==> config.mk <==
export PLATFORM = sky130hd
export DESIGN_NAME = seq_div32_flat
export DESIGN_NICKNAME = d
export VERILOG_FILES = /design/src/rtl/seq_div32_if.sv /design/src/rtl/seq_div32.sv /design/src/flat_wrapper.sv
export SDC_FILE = /design/constraint.sdc
export NUM_CORES = 1
export LEC_CHECK = 0
export ABC_AREA = 1
export ABC_CLOCK_PERIOD_IN_PS = 7800
export CORE_ASPECT_RATIO = 1.25
export CORE_UTILIZATION = 39
export DETAILED_ROUTE_END_ITERATION = 8
export GPL_ROUTABILITY_DRIVEN = 1
export HOLD_SLACK_MARGIN = 0.08
export PLACE_DENSITY_LB_ADDON = 0.25
export SLEW_MARGIN = 20
export SYNTH_ARGS = -nofsm -noshare
export SYNTH_HDL_FRONTEND = slang
export SYNTH_SLANG_ARGS = --single-unit
export TNS_END_PERCENT = 50
==> constraint.sdc <==
create_clock -name clk -period 7.8 [get_ports clk]
set_input_delay 2.34 -clock clk [delete_from_list [all_inputs] [get_ports clk]]
set_output_delay 2.34 -clock clk [all_outputs]
set_load 0.03 [all_outputs]
==> src/rtl/seq_div32_if.sv <==
// rtl/seq_div32_if.sv - request/result bundle between EX operand select and the sequential divider
interface seq_div32_if #(
   parameter int WIDTH = 32
);
   logic             start;
   logic             is_signed;
   logic [WIDTH-1:0] dividend;
   logic [WIDTH-1:0] divisor;
   logic             busy;
   logic             done;
   logic [WIDTH-1:0] quotient;
   logic [WIDTH-1:0] remainder;
   logic             div_by_zero;

   // issuing side (pipeline / bench)
   modport master (
      output start, is_signed, dividend, divisor,
      input  busy, done, quotient, remainder, div_by_zero
   );

   // divider side
   modport slave (
      input  start, is_signed, dividend, divisor,
      output busy, done, quotient, remainder, div_by_zero
   );
endinterface

==> src/rtl/seq_div32.sv <==
// rtl/seq_div32.sv - multi-cycle restoring 32-bit divider for DIV/DIVU feeding HI/LO
module seq_div32 #(
   parameter int WIDTH = 32,
   parameter int ITER  = 32
) (
   input  logic        clk,
   input  logic        rst,
   seq_div32_if.slave  bus
);
   localparam int CW = $clog2(ITER);

   typedef enum logic [1:0] {IDLE, RUN, FIX, DONE} state_t;

   state_t           state, state_nx;
   logic             accept;
   logic             by_zero;
   logic [WIDTH-1:0] dvd_abs, dsr_abs;
   logic [WIDTH:0]   trial;

   // working registers: partial remainder, dividend/quotient shifter, divisor magnitude
   logic [WIDTH-1:0] rem_r, q_r, dsr_r;
   logic             neg_q, neg_r;
   logic [CW-1:0]    cnt;

   // output registers
   logic             busy_r, done_r, dbz_r;
   logic [WIDTH-1:0] quo_r, rmd_r;

   assign bus.busy        = busy_r;
   assign bus.done        = done_r;
   assign bus.quotient    = quo_r;
   assign bus.remainder   = rmd_r;
   assign bus.div_by_zero = dbz_r;

   // operand magnitudes (only for DIV) and the 33-bit trial subtraction
   always_comb begin
      by_zero = (bus.divisor == '0);
      dvd_abs = (bus.is_signed && bus.dividend[WIDTH-1]) ? -bus.dividend : bus.dividend;
      dsr_abs = (bus.is_signed && bus.divisor[WIDTH-1])  ? -bus.divisor  : bus.divisor;
      trial   = {rem_r, q_r[WIDTH-1]} - {1'b0, dsr_r};
   end

   // state register
   always_ff @(posedge clk or posedge rst) begin
      if (rst) state <= IDLE;
      else     state <= state_nx;
   end

   // next state; a start is only taken in IDLE or in the DONE cycle
   always_comb begin
      state_nx = state;
      accept   = 1'b0;
      case (state)
         IDLE, DONE: begin
            if (bus.start) begin
               accept   = 1'b1;
               state_nx = by_zero ? DONE : RUN;
            end else begin
               state_nx = IDLE;
            end
         end
         RUN:     if (cnt == CW'(ITER - 1)) state_nx = FIX;
         FIX:     state_nx = DONE;
         default: state_nx = IDLE;
      endcase
   end

   // busy/done registered from the upcoming state so they line up with it
   always_ff @(posedge clk or posedge rst) begin
      if (rst) begin
         busy_r <= 1'b0;
         done_r <= 1'b0;
      end else begin
         busy_r <= (state_nx == RUN) || (state_nx == FIX);
         done_r <= (state_nx == DONE);
      end
   end

   // datapath: load on accept, one quotient bit per RUN cycle, sign fixup in FIX
   always_ff @(posedge clk or posedge rst) begin
      if (rst) begin
         rem_r <= '0;
         q_r   <= '0;
         dsr_r <= '0;
         neg_q <= 1'b0;
         neg_r <= 1'b0;
         cnt   <= '0;
         quo_r <= '0;
         rmd_r <= '0;
         dbz_r <= 1'b0;
      end else if (accept) begin
         neg_r <= bus.is_signed & bus.dividend[WIDTH-1];
         neg_q <= bus.is_signed & (bus.dividend[WIDTH-1] ^ bus.divisor[WIDTH-1]);
         q_r   <= dvd_abs;
         dsr_r <= dsr_abs;
         rem_r <= '0;
         cnt   <= '0;
         if (by_zero) begin
            quo_r <= '1;
            rmd_r <= bus.dividend;
            dbz_r <= 1'b1;
         end
      end else if (state == RUN) begin
         rem_r <= trial[WIDTH] ? {rem_r[WIDTH-2:0], q_r[WIDTH-1]} : trial[WIDTH-1:0];
         q_r   <= {q_r[WIDTH-2:0], ~trial[WIDTH]};
         cnt   <= cnt + 1'b1;
      end else if (state == FIX) begin
         quo_r <= neg_q ? -q_r : q_r;
         rmd_r <= neg_r ? -rem_r : rem_r;
         dbz_r <= 1'b0;
      end
   end
endmodule

==> src/flat_wrapper.sv <==
// flat-port wrapper written by rule: the top's interface ports become plain ports
module seq_div32_flat 
#(
   parameter int WIDTH = 32,
   parameter int ITER  = 32
)
  (clk, rst, bus_start, bus_is_signed, bus_dividend, bus_divisor, bus_busy, bus_done, bus_quotient, bus_remainder, bus_div_by_zero);
  seq_div32_if #(.WIDTH(WIDTH)) bus_i ();
  input  logic clk;
  input  logic rst;
  input wire logic [$bits(bus_i.start)-1:0] bus_start;
  input wire logic [$bits(bus_i.is_signed)-1:0] bus_is_signed;
  input wire logic [$bits(bus_i.dividend)-1:0] bus_dividend;
  input wire logic [$bits(bus_i.divisor)-1:0] bus_divisor;
  output wire logic [$bits(bus_i.busy)-1:0] bus_busy;
  output wire logic [$bits(bus_i.done)-1:0] bus_done;
  output wire logic [$bits(bus_i.quotient)-1:0] bus_quotient;
  output wire logic [$bits(bus_i.remainder)-1:0] bus_remainder;
  output wire logic [$bits(bus_i.div_by_zero)-1:0] bus_div_by_zero;
  assign bus_i.start = bus_start;
  assign bus_i.is_signed = bus_is_signed;
  assign bus_i.dividend = bus_dividend;
  assign bus_i.divisor = bus_divisor;
  assign bus_busy = bus_i.busy;
  assign bus_done = bus_i.done;
  assign bus_quotient = bus_i.quotient;
  assign bus_remainder = bus_i.remainder;
  assign bus_div_by_zero = bus_i.div_by_zero;
  seq_div32 #(.WIDTH(WIDTH), .ITER(ITER)) u_core (.clk(clk), .rst(rst), .bus(bus_i));
endmodule
==> flow_summary.ini <==
[logic_synthesis]
ys.flop_type = dfrtp_1
ys_types = 58
ys_seq_area_share_pct = 30.91
avgSynthCellArea_um2 = 6.455
synth_warnings = 0
synthArstFlopShare_pct = 100.0
syn-num-nets = 2267
synth-seq-cells = 172
synth_edf_count = 0
netlist_instances = 2157
netlist_area_um2 = 13920

[clock_network]
cts_tree = built
clk-insertion-delay-late_ps = 460
path_clk_slew_ps = 70
ctsRootBufferMaster = clkbuf_16
postCtsHoldBufs = 0
cts_num_sinks = 172
cts.htree.levels = 4
cts-resized-gates = 0
numCtsBuffers = 17
cts_setup_buffers = 0
clk_path_buf_depth = 2

[power]
pwr-share-clk_pct = 25.0
power.switching_w = 0.001482
power.total_w = 0.003495
p_leak_nw = 8.067
ir_drop_mv = 0.1350
switching_share_pct = 42.42
p_int_w = 0.002012
power_density_nw_per_um2 = 216.1
combPwrFrac_pct = 40.6
power_frac_seq_pct = 34.4

[place]
io_buffers = 134
hpwl_mm = 37.51
dp_slack_ps = 2444
dp_cells = 2708
gp_congestion = 0.9403

[timing]
worst_pin_slew_ps = 891.0
setup_viol = 0
drv_slew = 0
rsz0062_at_grt = no
skew_ps = 9.850
fmax_mhz = 205.3
worst_slack_ps = 2929
setup_tns_ps = 0
finalCriticalPeriod_ps = 4871
slew_headroom_pct = 40.53
final_hold_viol_count = 0
finalCritPeriodShare_pct = 62.45

[finish]
seq_area_um2 = 4304
multi_input_area_um2 = 8061
drive_above_1_share_pct = 5.695
num_antenna_cells = 0
layoutNonFillerInstCount = 2739
syn_to_final_growth_pct = 16.12
finalNetCount = 2363
fillers = 3794

[job]
max-cap-violations = 0

[worst_setup_path]
crit_end = u_core.dsr_r[25]
slowest_stage = clkdlybuf4s50_1
crit_chain = clkdlybuf4s50_1, nand2_1, inv_1, o21ai_1, or2_2, nand3_1, o21ai_0
critical_path_buf_inv_count = 2
cp_slowest_stage_delay_ps = 810
critPathKind = in -> reg
path_delay_family = buffers and inverters
startpoint_type = input pin
r2r_slack_ps = 4520
cp-end-kind = flop
rr_worst_depth = 10
cp_num_cells = 7
required_ps = 8120
path_max_fanout = 31
crit_arrival_ps = 5190
crit_path_start = bus_is_signed
regToRegStartpoint = u_core.state[0]
r2r_end = u_core.bus.quotient[26]

[routing]
drt-vias-per-instance = 5.167
drt_iter0_markers = 953
drcViolationCount = 0
wl_per_cell_um = 17.08
routed_wl_mm = 46.79
ant_nets = 0
vias = 14150
first_pass_iters = 6

[global_routing]
grt_pass1_wl_mm = 74.46
grt_use_total_pct = 26.88
gr-total-overflow = 0
antenna_found_initial = 0
grt_pass1_vias = 13940
grt_max_degree = 79

[hold_path]
hold_path_class = reg -> reg
hold_start = u_core.cnt[3]

[die]
rows = 77
die-area_um2 = 36470
die_h_um = 213.3
initial_utilization_pct = 39.49
pin_count = 135
fp.coreArea_um2 = 35260
die_x_um = 171

[outcome]
status = complete, no violations
[layer usage]
| layer | vias to the layer above | track usage, % | part of all wire (%) |
|---|---|---|---|
| met5 | - | 0 | 0 |
| met1 | 6529 | 30.15 | 40 |
| met4 | 0 | 15.95 | 5.8 |
| met3 | 102 | 2.558 | 3.3 |
| met2 | 385 | 49.00 | 51 |
| li1 | 7137 | - | - |
[worst min-delay path by stage]
stage / to / depth (start not counted)
finish: u_core.cnt[3] / 1
detailed placement: u_core.bus.remainder[21] / 2
floorplan: u_core.cnt[3] / 1
global placement: u_core.cnt[3] / 1
CTS: u_core.cnt[3] / 1
global route: u_core.cnt[3] / 1
[layout make-up]
cell class,count,share of cell area [%]
flip-flops and latches,172,26.62
clock inverters,12,0.8667
well taps,474,3.668
repair buffers,145,8.830
clock buffers,19,2.740
multi-input cells,1600,49.86
inverters,317,7.414
[placed cells by master, fill, tap and decap left out, types with 17 or more instances in the layout]
| cell | instances |
|---|---|
| a21oi_1 | 55 |
| nor3_1 | 33 |
| nor2_1 | 188 |
| dfrtp_1 | 172 |
| o211ai_1 | 31 |
| nand2_1 | 645 |
| clkdlybuf4s50_1 | 134 |
| nand3_1 | 239 |
| inv_1 | 303 |
| xor2_1 | 35 |
| o21ai_0 | 115 |
| ha_1 | 41 |
| nand2_2 | 32 |
| clkbuf_16 | 17 |
| nand4_1 | 43 |
[synth_stat cells, types with 4 or more instances]
library cell	number	area [um^2]
nand2_1	646	2425
inv_1	304	1141
nand3_1	239	1196
nor2_1	190	713.2
dfrtp_1	172	4304
o21ai_0	115	575.6
a21oi_1	55	275.3
nand4_1	43	269.0
ha_1	41	513.0
clkbuf_1	35	131.4
xor2_1	35	306.5
nor3_1	33	165.2
nand2_2	31	193.9
o211ai_1	31	232.7
nand3b_1	15	112.6
o21a_1	15	112.6
xnor2_1	15	131.4
a21oi_2	14	122.6
buf_2	11	55.05
inv_2	9	33.78
or2_2	9	56.30
buf_1	8	30.03
o22a_1	8	70.07
buf_6	7	78.83
o21bai_1	6	45.04
a31oi_1	5	31.28
and2_1	5	31.28
nand2_4	5	56.30
o221ai_1	5	43.79
buf_4	4	30.03
o22ai_1	4	25.02
[worst register-to-register path, stage by stage, from the launching register on]
cell	delay, ps
dfrtp_1	370
inv_1	50
ha_1	340
nand2_2	90
clkinv_2	480
or2_2	550
nand2_4	390
inv_4	400
or2_2	400
nand2_1	70
inv_1	40
[cell families (layout without fill, tap and decap cells)]
| kind of cell | Yosys count | after routing | share of synthesized area [%] |
|---|---|---|---|
| AND/OR/NAND/NOR | 1234 | 1234 | 38.88 |
| buffers and inverters | 385 | 493 | 11.24 |
| XOR/XNOR | 50 | 50 | 3.145 |
| AO/OA/AOI/OAI | 274 | 274 | 11.99 |
| adder cells (fa/ha/maj) | 42 | 42 | 3.828 |
| flip-flops | 172 | 172 | 30.91 |
[flip-flops by register name, indices dropped and copies added (netlist names), 2 cells and up]
signal / count
u_core.dsr_r: 32
u_core.rem_r: 32
u_core.cnt: 5
u_core.bus.quotient: 32
u_core.state: 2
u_core.q_r: 32
u_core.bus.remainder: 32
[per-stage QoR]
step                area (um^2)  utilization (%)  hold WS (ps)
floorplan                 13920                -         433.3
global placement          15580            44.19         464.4
detailed placement        15580            44.19         469.5
CTS                       16160            45.84         482.8
global route              16170            45.85         495.2
finish                    16170            45.85         483.8
[power by group through the flow]
| stage | Clock [W] | Combinational, W | Sequential, W |
|---|---|---|---|
| after floorplan | 0 | 0.000809 | 0.00131 |
| after global placement | 0 | 0.00140 | 0.00121 |
| after detailed placement | 0 | 0.00142 | 0.00122 |
| after CTS | 0.000891 | 0.00142 | 0.00120 |
| after global routing | 0.000925 | 0.00157 | 0.00122 |
| final | 0.000874 | 0.00142 | 0.00120 |
Note: power is estimated with default switching activity, not from simulation.
